==> src/rtl/int_ctrl.sv <==
// Six-source interrupt controller feeding CP0 HWInt: pending/mask registers,
// fixed priority (source 0 highest), and an IDLE/ASSERT/SERVICE request FSM.
module int_ctrl #(
    parameter logic [5:0] EDGE_SRC = 6'b111111
) (
    input  logic        clk,
    input  logic        reset,
    input  logic [5:0]  irq_in,
    input  logic [1:0]  addr,
    input  logic        we,
    input  logic [31:0] din,
    output logic [31:0] dout,
    input  logic        exc_taken,
    input  logic        eret,
    output logic [5:0]  HWInt
);

    typedef enum logic [1:0] {
        IDLE    = 2'd0,
        ASSERT  = 2'd1,
        SERVICE = 2'd2
    } state_t;

    state_t      state;
    state_t      state_next;
    logic [5:0]  pending;
    logic [5:0]  pending_next;
    logic [5:0]  mask;
    logic [5:0]  irq_d;
    logic [2:0]  sel;
    logic [2:0]  sel_next;
    logic [2:0]  prio_sel;
    logic [5:0]  eligible;
    logic [5:0]  clear_bits;

    assign eligible   = pending & mask;
    assign clear_bits = (we && addr == 2'd2) ? din[5:0] : 6'd0;

    // Lowest-index eligible source wins; scanning downward leaves the lowest.
    always_comb begin
        prio_sel = 3'd0;
        for (int i = 5; i >= 0; i--) begin
            if (eligible[i]) prio_sel = 3'(i);
        end
    end

    // An edge set beats a same-cycle CLEAR; level sources just track irq_in.
    always_comb begin
        pending_next = pending;
        for (int i = 0; i < 6; i++) begin
            if (EDGE_SRC[i])
                pending_next[i] = (irq_in[i] & ~irq_d[i]) | (pending[i] & ~clear_bits[i]);
            else
                pending_next[i] = irq_in[i];
        end
    end

    always_comb begin
        state_next = state;
        sel_next   = sel;
        case (state)
            IDLE: begin
                if (eligible != 6'd0) begin
                    state_next = ASSERT;
                    sel_next   = prio_sel;
                end
            end
            ASSERT: begin
                if (exc_taken) begin
                    state_next = SERVICE;
                end else if (eligible == 6'd0) begin
                    state_next = IDLE;
                end else begin
                    sel_next = prio_sel;
                end
            end
            SERVICE: begin
                if (eret) state_next = IDLE;
            end
            default: state_next = IDLE;
        endcase
    end

    always_ff @(posedge clk) begin
        if (reset) begin
            state   <= IDLE;
            sel     <= 3'd0;
            pending <= 6'd0;
            mask    <= 6'd0;
            irq_d   <= 6'd0;
        end else begin
            state   <= state_next;
            sel     <= sel_next;
            pending <= pending_next;
            irq_d   <= irq_in;
            if (we && addr == 2'd1) mask <= din[5:0];
        end
    end

    always_comb begin
        HWInt = 6'd0;
        if (state == ASSERT) HWInt = 6'd1 << sel;
    end

    always_comb begin
        dout = 32'd0;
        case (addr)
            2'd0:    dout = {26'd0, pending};
            2'd1:    dout = {26'd0, mask};
            2'd3:    dout = {26'd0, state, 1'b0, sel};
            default: dout = 32'd0;
        endcase
    end

endmodule

==> config.mk <==
export PLATFORM = sky130hd
export DESIGN_NAME = int_ctrl
export DESIGN_NICKNAME = d
export VERILOG_FILES = /design/src/rtl/int_ctrl.sv
export SDC_FILE = /design/constraint.sdc
export NUM_CORES = 1
export LEC_CHECK = 0
export ABC_CLOCK_PERIOD_IN_PS = 1300
export BUFFER_PORTS_ARGS = -buffer_cell sky130_fd_sc_hd__buf_2
export CAP_MARGIN = 20
export CORE_MARGIN = 2
export CORE_UTILIZATION = 37
export CTS_CLUSTER_DIAMETER = 30
export DETAILED_ROUTE_END_ITERATION = 8
export PLACE_DENSITY = 0.75
export SLEW_MARGIN = 40
export SYNTH_ARGS = -nofsm -noshare
export SYNTH_HDL_FRONTEND = slang
export SYNTH_SLANG_ARGS = --single-unit
export TNS_END_PERCENT = 1
==> constraint.sdc <==
create_clock -name clk -period 1.3 [get_ports clk]
set_input_delay 0.39 -clock clk [delete_from_list [all_inputs] [get_ports clk]]
set_output_delay 0.39 -clock clk [all_outputs]
set_load 0.05 [all_outputs]
==> metrics <==
Die Y=~62 µm; IO Port Bufs=30; CTS sink count=23; Highest Signal Layer=met4; reg-to-reg startpoint=state[1]$_SDFFE_PP0P_; DP Worst Slack=-369 ps; Mean Syn Cell Area=8.38 µm²; reg2reg path depth=6; Setup-failing EPs final=13; clock root cell=clkbuf_4; H-Tree Depth=1; post-synthesis cell area=about 1300 µm²; DRT antenna net count=0; fin area=1830 µm²; ant diodes=0; maximum clock rate=0.593 GHz; R2R Setup Slk=-140 ps; vias per cell=~4.5; Hold-fix buffers, CTS=0; initial antenna violation count=0; register area share after synthesis=a little over a third; Comb pwr share=between 20% and 30%; DR WL/cell=~11 µm; Crit. End Element=output pin; worst skew pair latency=between 300 and 400 ps; TritonCTS buffer count=3; first drt pass iteration count=4; VDD IR-drop max=around 0.73 mV; Hold Startpoint=irq_in[5]; clock share of power=a little over a fifth; most frequent cells in the layout=conb_1, buf_2, buf_4, nor2_1, buf_6; CP Data Arrival Time=around 1300 ps; CP startpoint kind=flip-flop; internal power=1.00 mW; clock tree buffer depth=2; Iter 0 DRT Violations=13; most common cell after layout, fill and taps aside=conb_1; Routed WL=around 2700 µm; Core Box Area=3310 µm²; nets@finish=roughly 240; HP Class=in -> reg; share of layout cells above drive strength 1=just under 50%; RePlAce Congestion=around 0.74; critical path type=reg -> out; dpl cells=236; Max Slew Vio Count=0; M1 WL=1100 µm; DRC=0; switch share=a little over a third; Via Count=between 1000 and 1500; Tot GR Track Use=a little over an eighth; hold worst-path end=irq_d[5]$_SDFF_PP0_; I/O Pins=83; row count=21; Pwr Total=approximately 1.6 mW; Placed Area=roughly 1600 µm²; setup_tns=-3470 ps; GR Overflow Total=0; Synth Instances=150; area added between synthesis and finish=45.4%; die area=between 3000 and 4000 µm²; Synth cell types=26; vias in the first global route=~970; Fin. Hold Viols=0; CTS tree=done; worst hold stages=2; Worst Clk Skew=between 1.5 and 2 ps; period utilization=130%; PnR worst setup slack=-388 ps; met2 routed WL=between 1000 and 1500 µm; Worst-path clk slew=roughly 130 ps; Initial Util=38.0%; worst-path maximum fanout=5; first-pass GRT wire length=approximately 4200 µm; Critical Path RT=910 ps; Seq cells post-synth=23; Pwr Density=about 860 nW/µm²; RSZ-0062 raised after global routing=yes; static leakage=about 0.78 nW; sequential power share=between 40% and 50%; switching pwr=approximately 0.57 mW; RR Endpoint=sel[1]$_SDFFE_PP0P_; DPL Wire Length=about 1900 µm; maxcap violations=0; failing checks=setup timing; outcome=finished with violations; final instance count without filler cells=between 200 and 250; Tmin final=~1700 ps; routed wire length on met3=between 100 and 150 µm; DIE WIDTH=just over 60 µm; Yosys warning total=0; largest net degree at the start of global routing=19
==> sequential cells by signal (all words and copies together) (netlist names) <==
name / flops
pending: 6
mask: 6
irq_d: 6
sel: 3
state: 2
==> Yosys cell counts <==
| cell | instances | area (µm²) |
|---|---|---|
| nor4_1 | 2 | 12.5 |
| dfxtp_1 | 23 | 460 |
| o31ai_2 | 1 | 12.5 |
| a21o_1 | 1 | 7.51 |
| nand2_1 | 12 | 45.0 |
| nor2b_1 | 12 | 75.1 |
| a22o_1 | 3 | 26.3 |
| a21oi_4 | 1 | 16.3 |
| clkbuf_1 | 4 | 15.0 |
| a22oi_1 | 1 | 7.51 |
| nand3b_1 | 3 | 22.5 |
| a32o_1 | 1 | 10.0 |
| nor3b_1 | 1 | 7.51 |
| o31ai_1 | 1 | 7.51 |
| nand2b_1 | 1 | 6.26 |
| or3b_1 | 1 | 8.76 |
| nand3_1 | 5 | 25.0 |
| nor2_1 | 20 | 75.1 |
| conb_1 | 1 | 3.75 |
| and3b_1 | 1 | 8.76 |
| a21oi_1 | 9 | 45.0 |
| or3b_2 | 1 | 8.76 |
| buf_4 | 26 | 195 |
| o21ai_0 | 6 | 30.0 |
| mux2i_1 | 12 | 120 |
| buf_2 | 1 | 5.00 |
==> power by group through the flow <==
stage	Combinational (mW)	Clock, mW	Sequential, mW
CTS	0.431	0.337	0.767
detailed placement	0.418	0	0.782
finish	0.457	0.343	0.771
floorplan	0.382	0	0.778
global placement	0.413	0	0.780
global route	0.484	0.380	0.774
==> layout make-up <==
type,count,area (µm²)
fillers,320,1480
multi-input cells,121,853
flip-flops and latches,23,488
repair buffers,49,403
well taps,46,57.6
clock buffers,4,26.3
==> critical path, stage by stage, from the launching register on <==
cell and delay [ps]:
dfxtp_2 370, buf_6 130, nor4_4 270, buf_6 200
==> cell families (layout without fill, tap and decap cells) <==
kind of cell / count (synthesis) / count (layout) / synth area share, %
simple gates: 59 / 59 / 23.5
compound gates: 24 / 24 / 12.9
flops: 23 / 23 / 36.6
buf+inv: 31 / 53 / 17.1
other cells: 1 / 26 / 0.298
mux: 12 / 12 / 9.55
==> what timing repair did <==
item | 4_1_cts | 5_1_grt
gates resized for setup | 29 | 30
endpoints found under the setup margin | 13 | 14
setup buffers | 0 | 3
pin swaps | 4 | 2
==> worst max path at each step <==
| stage | endpoint | from | cells past startpoint |
|---|---|---|---|
| after detailed placement | dout[4] | addr[0] | 4 |
| final | HWInt[1] | sel[1]$_SDFFE_PP0P_ | 3 |
| after global routing | HWInt[2] | state[1]$_SDFFE_PP0P_ | 5 |
| after CTS | HWInt[0] | sel[1]$_SDFFE_PP0P_ | 3 |
| after floorplan | HWInt[1] | state[0]$_SDFFE_PP0P_ | 2 |
| after global placement | dout[1] | addr[0] | 4 |
==> metrics by stage <==
stage / hold WS [ps] / util [%]
floorplan: 462 / -
global placement: 503 / 48.6
detailed placement: 513 / 48.6
CTS: 291 / 51.7
global route: 302 / 55.2
finish: 286 / 55.2
==> layer usage <==
layer  GRT usage [%]  vias to the layer above
li1                -                      553
met1            16.0                      493
met2            23.4                       41
met3            1.99                        7
met4            8.06                        0
met5               0                        -
Power figures use the tool's default switching activity.
